**src/rtl/fetch_unit_pkg.sv**
```systemverilog
// fetch_unit_pkg: shared widths, constants, FSM encodings and FIFO entry type for the fetch stage.
package fetch_unit_pkg;
  localparam int ADR_WIDTH = 48;
  localparam int DAT_WIDTH = 64;
  localparam logic [ADR_WIDTH-1:0] ROM_BASE = 48'h8000_0000_0000;
  localparam logic [DAT_WIDTH-1:0] HALT_INSN = 64'hfe00_0000_0000_0000;
  localparam logic [1:0] FETCH_IDLE = 2'd0;
  localparam logic [1:0] FETCH_REQ = 2'd1;
  localparam logic [1:0] FETCH_GAP = 2'd2;
  typedef struct packed {
    logic [ADR_WIDTH-1:0] pc;
    logic [DAT_WIDTH-1:0] insn;
    logic fault;
  } fetch_entry_t;
endpackage

```
**src/rtl/fetch_unit_fifo.sv**
```systemverilog
// fetch_unit_fifo: synchronous instruction buffer with flush; head reads as zero when empty.
module fetch_unit_fifo
  import fetch_unit_pkg::*;
#(
  parameter int DEPTH = 2
) (
  input  logic                     i_clk,
  input  logic                     i_rst_n,
  input  logic                     i_push,
  input  logic                     i_pop,
  input  logic                     i_flush,
  input  fetch_entry_t             i_din,
  output fetch_entry_t             o_dout,
  output logic                     o_valid,
  output logic [$clog2(DEPTH):0]   o_count
);
  localparam int AW = $clog2(DEPTH);
  fetch_entry_t r_mem [DEPTH];
  logic [AW-1:0] r_rd, r_wr;
  logic [AW:0] r_count;
  logic w_push, w_pop;
  assign w_push = i_push && !i_flush;
  assign w_pop = i_pop && !i_flush && r_count != '0;
  always_ff @(posedge i_clk)
    if (!i_rst_n || i_flush) begin
      r_rd <= '0;
      r_wr <= '0;
      r_count <= '0;
    end else begin
      if (w_push) r_wr <= r_wr + 1'b1;
      if (w_pop) r_rd <= r_rd + 1'b1;
      r_count <= r_count + {{AW{1'b0}}, w_push} - {{AW{1'b0}}, w_pop};
    end
  always_ff @(posedge i_clk)
    if (w_push) r_mem[r_wr] <= i_din;
  assign o_valid = r_count != '0;
  assign o_dout = o_valid ? r_mem[r_rd] : '0;
  assign o_count = r_count;
endmodule

```
**src/rtl/fetch_unit.sv**
```systemverilog
// fetch_unit: Wishbone read master fetching 64-bit instructions at pc into a small FIFO for decode.
module fetch_unit
  import fetch_unit_pkg::*;
#(
  parameter logic [ADR_WIDTH-1:0] RESET_PC = ROM_BASE,
  parameter int FIFO_DEPTH = 2,
  parameter int INSN_BYTES = 8
) (
  input  logic                 clk_i,
  input  logic                 rst_i,
  output logic [ADR_WIDTH-1:0] fetch_adr_o,
  input  logic [DAT_WIDTH-1:0] fetch_dat_i,
  output logic [DAT_WIDTH-1:0] fetch_dat_o,
  output logic                 fetch_we_o,
  output logic                 fetch_stb_o,
  output logic                 fetch_cyc_o,
  input  logic                 fetch_ack_i,
  input  logic                 fetch_err_i,
  output logic                 insn_valid_o,
  input  logic                 insn_ready_i,
  output logic [DAT_WIDTH-1:0] insn_o,
  output logic [ADR_WIDTH-1:0] insn_pc_o,
  output logic                 insn_fault_o,
  input  logic                 redirect_i,
  input  logic [ADR_WIDTH-1:0] redirect_pc_i
);
  localparam int CW = $clog2(FIFO_DEPTH) + 1;
  logic [1:0] r_state;
  logic [ADR_WIDTH-1:0] r_pc, r_adr;
  logic r_lock, r_discard;
  logic [CW-1:0] w_count;
  logic w_done, w_keep, w_issue, w_valid;
  fetch_entry_t w_din, w_head;
  assign w_done = r_state == FETCH_REQ && (fetch_ack_i || fetch_err_i);
  assign w_keep = w_done && !r_discard && !redirect_i;
  assign w_issue = w_count < CW'(FIFO_DEPTH) && !r_lock && !redirect_i;
  assign w_din = '{pc: r_pc, insn: fetch_err_i ? HALT_INSN : fetch_dat_i, fault: fetch_err_i};
  // The bus address is latched at issue so a redirect can move pc without disturbing the open cycle.
  always_ff @(posedge clk_i)
    if (!rst_i) begin
      r_state <= FETCH_IDLE;
      r_pc <= RESET_PC;
      r_adr <= RESET_PC;
      r_lock <= 1'b0;
      r_discard <= 1'b0;
    end else begin
      r_state <= r_state == FETCH_REQ ? (w_done ? FETCH_GAP : FETCH_REQ) : (w_issue ? FETCH_REQ : FETCH_IDLE);
      r_pc <= redirect_i ? {redirect_pc_i[ADR_WIDTH-1:3], 3'b000} :
              (w_keep && !fetch_err_i) ? r_pc + ADR_WIDTH'(INSN_BYTES) : r_pc;
      r_lock <= !redirect_i && (r_lock || (w_keep && fetch_err_i));
      r_discard <= w_done ? 1'b0 : (redirect_i && r_state == FETCH_REQ) ? 1'b1 : r_discard;
      if (r_state != FETCH_REQ && w_issue) r_adr <= r_pc;
    end
  fetch_unit_fifo #(.DEPTH(FIFO_DEPTH)) u_fifo (
    .i_clk(clk_i),
    .i_rst_n(rst_i),
    .i_push(w_keep),
    .i_pop(w_valid && insn_ready_i),
    .i_flush(redirect_i),
    .i_din(w_din),
    .o_dout(w_head),
    .o_valid(w_valid),
    .o_count(w_count)
  );
  assign fetch_adr_o = r_adr;
  assign fetch_dat_o = '0;
  assign fetch_we_o = 1'b0;
  assign fetch_stb_o = r_state == FETCH_REQ;
  assign fetch_cyc_o = fetch_stb_o;
  assign insn_valid_o = w_valid;
  assign insn_o = w_head.insn;
  assign insn_pc_o = w_head.pc;
  assign insn_fault_o = w_head.fault;
endmodule
```
**config.mk**
```make
export PLATFORM = sky130hd
export DESIGN_NAME = fetch_unit
export DESIGN_NICKNAME = d
export VERILOG_FILES = /design/src/rtl/fetch_unit_pkg.sv /design/src/rtl/fetch_unit_fifo.sv /design/src/rtl/fetch_unit.sv
export SDC_FILE = /design/constraint.sdc
export NUM_CORES = 1
export LEC_CHECK = 0
export CAP_MARGIN = 20
export CORE_MARGIN = 2
export CORE_UTILIZATION = 46
export CTS_BUF_LIST = sky130_fd_sc_hd__clkbuf_2
export DETAILED_ROUTE_END_ITERATION = 6
export PLACE_DENSITY = 0.79
export SLEW_MARGIN = 20
export SYNTH_ARGS = -nofsm -noshare
export SYNTH_HDL_FRONTEND = slang
export SYNTH_SLANG_ARGS = --single-unit
```
**constraint.sdc**
```tcl
create_clock -name clk_i -period 14.07 [get_ports clk_i]
set_input_delay 2.814 -clock clk_i [delete_from_list [all_inputs] [get_ports clk_i]]
set_output_delay 2.814 -clock clk_i [all_outputs]
set_load 0.01 [all_outputs]
```
# Word level (Yosys, flattened, before mapping)
# Memory sizes are Yosys's and may differ from the RTL's. A register that Yosys moved wholly into a read port is not among the register bits.
# Cells that the tools add are included.
# word_totals
n_memories	1
out_inout_bits	229
inputBits	118
reg_bits	104
elab_cells	56
ramBits	226
# memory_table
memory	words	width	read_ports	rd_clocked_by_memory_dff	write_ports	line	text
u_fifo.r_mem	2	113	1	1	1	fetch_unit_fifo.sv:18	fetch_entry_t r_mem [DEPTH];
# classes
n_reduce_logical	26
n_mux	11
add_sub_neg	5
magnitude_cmp	1
bitwise_logic	1
n_eq_ne	2
# op_table
operator	count
two-way mux 113 bit	1
two-way mux 48 bit	2
two-way mux 64 bit	1
adder 48 x 4 -> 48 bit (second input constant)	1
logical AND 1 bit	14
zero test 1 bit	5
two-way mux 1 bit	5
two-way mux 2 bit	2
nonzero test 2 bit	2
OR reduction 2 bit	2
logical OR 1 bit	3
adder 1 bit (second input constant)	2
adder 2 x 1 -> 2 bit	1
equality test 2 x 1 -> 1 bit (second input constant)	1
< comparator 2 bit (second input constant)	1
inequality test 2 x 1 -> 1 bit (second input constant)	1
subtractor 2 x 1 -> 2 bit	1
inverter 1 bit	1

# Depth between registers and ports, before layout
# depth
depth_word	7
depth_mapped	10

# Cells and area by module
# Synthesis repeated with hierarchy kept, for this count alone.
# hier_totals
hier_cells	1233
area_unflattened_um2	14224.9
# modules_own_cells
module	instances	cells_per_inst	area_per_inst_um2	seq_area_each_um2
fetch_unit_fifo	1	502	8778.4	6886.6
fetch_unit	1	731	5446.5	1881.8

# Least setup slack after synthesis
# Ideal clock, no wire load.
# synth_path
kind	in2reg
from	input redirect_i
to	memory u_fifo.r_mem[0][0] (netlist name), enable pin
t_required_ns	13.221
setup_slack_ns	-0.418
n_path_buf	2
path_stages	3
t_arrival_ns	13.639
cell_sequence	clkbuf_1 > clkbuf_1 > nor4_1
# synth_between
elab_chain_len	5
# synth_lines
element	line	text
start, declared	fetch_unit.sv:24	input logic redirect_i,
zero test 1 bit *	fetch_unit_fifo.sv:22, fetch_unit.sv:35	
logical AND 1 bit	fetch_unit.sv:35	assign w_keep = w_done && !r_discard && !redirect_i;
logical AND 1 bit *	fetch_unit_fifo.sv:22	assign w_push = i_push && !i_flush;
two-way mux 1 bit *	fetch_unit_fifo.sv:35	if (w_push) r_mem[r_wr] <= i_din;
two-way mux 1 bit (implied by the code) *	fetch_unit_fifo.sv:35	
end, declared	fetch_unit_fifo.sv:18	
# Every way passes the cells marked *; elsewhere a longest branch is shown, timed or not.

==> impl_results.md <==
* Outcome: completed
* Multi-input gate area at 0.00470 mm²
* # port buffers at 272
* Fill count at roughly 2,500
* Die width at 178 µm
* Critical path arrival at between 3 and 4 ns
* Unique masters post-synth at 52
* CP max FO at 58
* Total negative slack at 0 ns
* Fraction of layout cells with a size suffix above 1 at 0.101
* R2R depth at 6
* Most common cell after layout, fill and taps aside: clkdlybuf4s50_1
* Fmax at approximately 0.15 GHz
* PwrDens at between 100 and 150 mW/mm²
* CTS clock-pin slew for the worst setup and hold paths at 0.10 ns
* Period minus WS final at 6.49 ns
* RSZ-0062 raised after global routing: false
* Post-Route WL at 34,800 µm
* DRT iter0 DRCs at 866
* Hold crit path type: reg -> reg
* VDD IR max at between 60 and 70 µV
* Worst setup path endpoint: insn_o[33]
* FF-to-FF End: u_fifo.r_mem[1][24]$_DFFE_PP_
* Buffers from clock root to sink, at most at 3
* H-tree depth at 3
* Setup Viol. Count Final at 0
* Final ANT Viol Nets at 0
* Most used flip-flop cell after synthesis: edfxtp_1
* Slew Viols, Final at 0
* Synth area leader: edfxtp_1
* Row cnt at 63
* Slew margin rel. at 0.281
* Initial antenna violation count at 2
* Vias in the first global route at approximately 10,000
* Routed len/inst at ~18 µm
* CTS tree: built
* Required @ worst endpoint at 11.26 ns
* Worst skew pair latency at around 0.84 ns
* Largest net degree at the start of global routing at 79
* Share of the synthesized area in the top cell type at 0.477
* Hold buffer count at CTS at 0
* DR vias at approximately 10,000
* Post-synth EDFFs at 220
* Worst setup EP type: output port
* Register bit total from synthesis at 319
* Cells after synthesis at 1,208
* Critical path class: reg -> out
* Grt total ovfl at 0
* Max Cap Viol at 0
* RR Startpoint: r_state[1]$_SDFF_PN0_
* Layout area overhead at 25.6%
* Gpl congestion at 0.861
* Overall Global Routing Usage at 0.215
* Clock root cell: clkbuf_2
* Hold Vio Cnt, Final at 0
* Clock Sinks at between 300 and 400
* Critical Path Start Type: register
* Reg-to-reg slack, setup at 10.50 ns
* Leakage at 5.82 nW
* FF/Latch Area at 0.00859 mm²
* First-pass GRT wire length at 53,300 µm
* DR pass1 iterations at 6
* Drt via density at 5.25
* Post-cts sizing count at 0
* Hold_ws at 0.460 ns
* Die extent in y at 178 µm
* Register area share after synthesis at 0.620
* Clk_skew at 0.0757 ns
* Post-detailed-route DRC marker count at 0
* Worst-Margin Slew at between 1 and 1.5 ns
* Initial Util at 0.468
* Core ar. at 0.0296 mm²
* Synthesized area per cell at 11.5 µm²
* Die footprint at about 0.032 mm²
* Tcrit/Tclk final at 0.461
* I/O pin count at 347
* Synthesized area at 0.0139 mm²
* Post-CTS Setup Inserts at 0
* Leading cell types by total area after synthesis: edfxtp_1 48%, dfxtp_1 14%, mux2i_1 7.9%
* Total CTS buffers at 80
* Ys Warns at 0
* Most frequent cells in the layout: 271 x clkdlybuf4s50_1, 220 x edfxtp_1, 132 x nor2_1
* Fraction of registers with async set or reset after synthesis at 0
* DP HPWL at roughly 22,000 µm
* Nets@finish at ~1,600
-- layer usage --
layer  vias to the layer above  GRT usage  wire length, µm
met3                        81     0.0566             3170
met1                      4829      0.276            14200
met2                       512      0.354            16700
met5                         -          0               15
met4                         2     0.0727              747
li1                       4820          -                -
-- sequential cells by signal, indices dropped and copies added, names as in the netlist, named ones only --
name            count
r_state             2
r_discard           1
u_fifo.o_count      2
r_pc               45
u_fifo.r_mem      220
r_lock              1
u_fifo.r_wr         1
u_fifo.r_rd         1
fetch_adr_o        45
-- power by group --
part / total [W] / leakage (nW) / internal, W / switching [W]
Sequential: 0.00106 / 2.82 / 0.00103 / 0.0000292
Clock: 0.000625 / 0.539 / 0.000252 / 0.000374
Combinational: 0.000150 / 2.46 / 0.0000717 / 0.0000787
Total: 0.00183 / 5.82 / 0.00135 / 0.000482
-- worst max-delay path, cell delays in order (launching register included) --
cell	delay (ns)
dfxtp_4	1.01
buf_4	0.84
mux2i_1	0.21
nor2_1	0.15
clkdlybuf4s50_1	0.57
-- synthesized netlist by cell type, types with 4 or more instances --
| cell | instances |
|---|---|
| a211oi_1 | 5 |
| a21oi_1 | 79 |
| a22oi_1 | 4 |
| a31oi_1 | 7 |
| and3_1 | 9 |
| and4_1 | 8 |
| buf_1 | 4 |
| buf_4 | 74 |
| clkbuf_1 | 68 |
| dfxtp_1 | 99 |
| edfxtp_1 | 220 |
| inv_1 | 8 |
| mux2i_1 | 110 |
| nand2_1 | 128 |
| nand3_1 | 20 |
| nand4_1 | 18 |
| nor2_1 | 133 |
| nor2b_1 | 58 |
| nor3_1 | 10 |
| nor4_1 | 13 |
| o211ai_1 | 6 |
| o21ai_0 | 35 |
| or2_2 | 8 |
| or3_1 | 14 |
| or4_1 | 8 |
| xnor2_1 | 17 |
| xor2_1 | 6 |
-- how the worst min path moves through the flow --
stage | startpoint | endpoint | slack (ns) | depth (start not counted)
after floorplan | r_pc[40]$_SDFFE_PN0P_ | u_fifo.r_mem[0][105]$_DFFE_PP_ | 0.42 | 0
after global placement | fetch_adr_o[8]$_SDFFE_PN0P_ | fetch_adr_o[8]$_SDFFE_PN0P_ | 0.44 | 2
after detailed placement | fetch_adr_o[46]$_SDFFE_PN0P_ | fetch_adr_o[46]$_SDFFE_PN0P_ | 0.45 | 2
after CTS | fetch_adr_o[10]$_SDFFE_PN0P_ | fetch_adr_o[10]$_SDFFE_PN0P_ | 0.46 | 2
after global routing | fetch_adr_o[4]$_SDFFE_PN0P_ | fetch_adr_o[4]$_SDFFE_PN0P_ | 0.48 | 2
final | fetch_adr_o[41]$_SDFFE_PN0P_ | fetch_adr_o[41]$_SDFFE_PN0P_ | 0.46 | 2
-- per-stage QoR --
step | cells | area (µm²) | setup WS, ns | power, W | utilization
after floorplan | 1278 | 14100 | 4.23 | 0.00116 | -
after global placement | 1807 | 16600 | 8.14 | 0.00122 | 0.561
after detailed placement | 1807 | 16600 | 8.10 | 0.00123 | 0.561
after CTS | 1949 | 17400 | 7.39 | 0.00185 | 0.587
after global routing | 1951 | 17400 | 7.27 | 0.00191 | 0.587
final | 1951 | 17400 | 7.58 | 0.00183 | 0.587
-- area by class of cell --
cell class,count,area share
multi-input cells,803,0.270
inverters,9,0.00194
repair buffers,287,0.163
clock inverters,33,0.0118
diodes,1,0.000144
flip-flops and latches,319,0.494
well taps,390,0.0280
clock buffers,109,0.0313
-- kinds of logic (layout without fill, tap and decap cells) --
group | Yosys count | count (layout) | synth area share
buf+inv | 156 | 438 | 0.0624
fa+ha+maj | 3 | 3 | 0.00271
xor+xnor | 23 | 23 | 0.0145
compound gates | 159 | 159 | 0.0668
flops | 319 | 319 | 0.620
mux | 112 | 112 | 0.0811
simple gates | 435 | 435 | 0.152
other cells | 1 | 72 | 0.000271
Note: power is estimated with default switching activity, not from simulation.
==> edit (same flow settings) <==
The parameter `FIFO_DEPTH` goes from 2 to 4.
--- a/src/rtl/fetch_unit.sv
+++ b/src/rtl/fetch_unit.sv
@@ -4,5 +4,5 @@
 #(
   parameter logic [ADR_WIDTH-1:0] RESET_PC = ROM_BASE,
-  parameter int FIFO_DEPTH = 2,
+  parameter int FIFO_DEPTH = 4,
   parameter int INSN_BYTES = 8
 ) (
Function: same outputs for any inputs over 4 cycles, from zero or initial values and one cycle with rst_i low; that may be too few to reach the edited logic, so the function may still have changed.
==> edit against the unedited design <==
  * Count of clock-buffer cells in the layout is 103 higher
  * Global-route usage decreased by 0.70 points
  * Core utilization down 3.2 points
  * Maximum frequency decreased by 6.8%
  * Total power increased by 64%
  * Clock power grew 65%
  * Sequential share of layout area up 8.1 points
  * Highest routed layer unchanged
  * Sequential cell count rose by 224
  * Area after synthesis up 62%
  * Setup slack got worse by 470 ps
  * Routed wire length grew 50%
  * Cell area grew 53%
==> edit: results (changes against the unedited design) <==
Post-Route WL: 52300 um (was 34800 um)
number of synthesized flops with an enable pin: 440 (was 220)
DR iter-0 viols: 1033 (was 866)
multi-input logic area: 6460 um^2 (was 4700 um^2)
Internal: 2260 uW (was 1350 uW)
Leakage: 0.00881 uW (was 0.00582 uW)
slowest stage delay, CP: 800 ps (was 1010 ps)
Synth Flop Type: edfxtp_1 (unchanged)
placed insts: 2247 (was 1807)
crit path max fanout: 41 (was 58)
dominant cells by area after synthesis: edfxtp_1 (59%), mux4_2 (11%), dfxtp_1 (9.2%) (was edfxtp_1 (48%), dfxtp_1 (14%), mux2i_1 (7.9%))
Critical Path AT: 4150 ps (was 3670 ps)
max reg flops: 440 (was 220)
initial antenna violation count: 5 (was 2)
Syn Inst Count: 1435 (was 1208)
Setup Skew: 60.7 ps (was 75.7 ps)
GPL Wtd Cong: 0.843 (was 0.861)
Slew Viols, Final: 0 (unchanged)
later-pin clock latency in the skew report: 1230 ps (was 840 ps)
Commonest cells post-synth: edfxtp_1 (440), and2_1 (119), mux4_2 (110) (was edfxtp_1 (220), nor2_1 (133), nand2_1 (128))
first-pass GRT wire length: 78100 um (was 53300 um)
All-Layer GR Usage: 20.8% (was 21.5%)
CTS Buf Count: 134 (was 80)
CP max stage cell: buf_4 (was dfxtp_4)
number of global-route vias before repair: 13741 (was 9976)
post-DP HPWL: 31400 um (was 22400 um)
fillcell total: 3847 (was 2482)
Worst-Margin Slew: 1040 ps (was 1080 ps)
routed via count: 13313 (was 10244)
VDD IR-drop max: 56.1 uV (was 60.0 uV)
Hold WC Path Type: flop to flop (unchanged)
Post-DP Area: 25400 um^2 (was 16600 um^2)
synth warn: 0 (unchanged)
layout cells sized above 1: 20.9% (was 10.1%)
run status: finished, final reports clean (unchanged)
via/cell ratio: 5.34 (was 5.25)
pin count of the biggest net entering global routing: 88 (was 79)
Layout Nets: 1894 (was 1621)
post-synth cell types: 50 (was 52)
post-CTS sizing: 0 (unchanged)
drt pass-1 iters: 5 (was 6)
PortBufs: 272 (unchanged)
H-tree depth: 4 (was 3)
post-synthesis sequential area ratio: 68.2% (was 62.0%)
-- edit: path summary, 6_finish.rpt --
check / start / to / slack, ps / cells past startpoint
setup / recovery: flop / insn_pc_o[37] / 7110 / 4
hold / removal: fetch_adr_o[6] / fetch_adr_o[6] / 460 / 2
setup reg to reg: r_state[0] / u_fifo.r_mem[0][40] / 9920 / 6
hold reg to reg: fetch_adr_o[6] / fetch_adr_o[6] / 460 / 2
-- edit: routing by layer --
layer / global-route usage, % / vias up / routed length [um]
li1: - / 6034 / -
met1: 25.8 / 6606 / 21000
met2: 34.2 / 576 / 26100
met3: 6.78 / 93 / 4220
met4: 7.78 / 4 / 998
met5: 0 / - / 27
-- edit: metrics by stage --
step	total power, uW	setup WS, ps
floorplan	1920	7410
global placement	2000	7680
detailed placement	2000	7600
CTS	3040	6820
global route	3130	6690
finish	3000	7110
-- edit: final cells by class --
| type | count | share of cell area (%) |
|---|---|---|
| Antenna cell | 4 | 0.0376 |
| Sequential cell | 543 | 57.4 |
| Timing Repair Buffer | 287 | 10.6 |
| Multi-Input combinational cell | 791 | 24.3 |
| Tap cell | 615 | 2.89 |
| Clock buffer | 212 | 3.99 |
| Inverter | 11 | 0.160 |
| Clock inverter | 32 | 0.578 |
-- edit: cell families after synthesis --
group                      count (synthesis)  share of synthesized area, %
buffers and inverters                    171                          4.27
and+or+nand+nor                          430                          11.2
DFF                                      543                          68.2
muxes                                    113                          11.2
xor gates and xnor gates                  36                          1.41
adders and majority gates                  8                         0.480
AOI/OAI and AO/OA                        133                          3.21
other                                      1                        0.0167
-- edit: critical path: cells and delay by family, from the launching register on --
| kind | cells | cell delay (ps) |
|---|---|---|
| muxes | 1 | 640 |
| buffers and inverters | 2 | 1290 |
| DFF | 1 | 760 |
| and+or+nand+nor | 1 | 210 |
-- edit: power groups by stage --
stage	clock network (uW)	logic, uW	registers [uW]
floorplan	0	102	1820
global placement	0	172	1830
detailed placement	0	175	1830
CTS	1070	177	1790
global route	1150	190	1800
finish	1030	176	1790
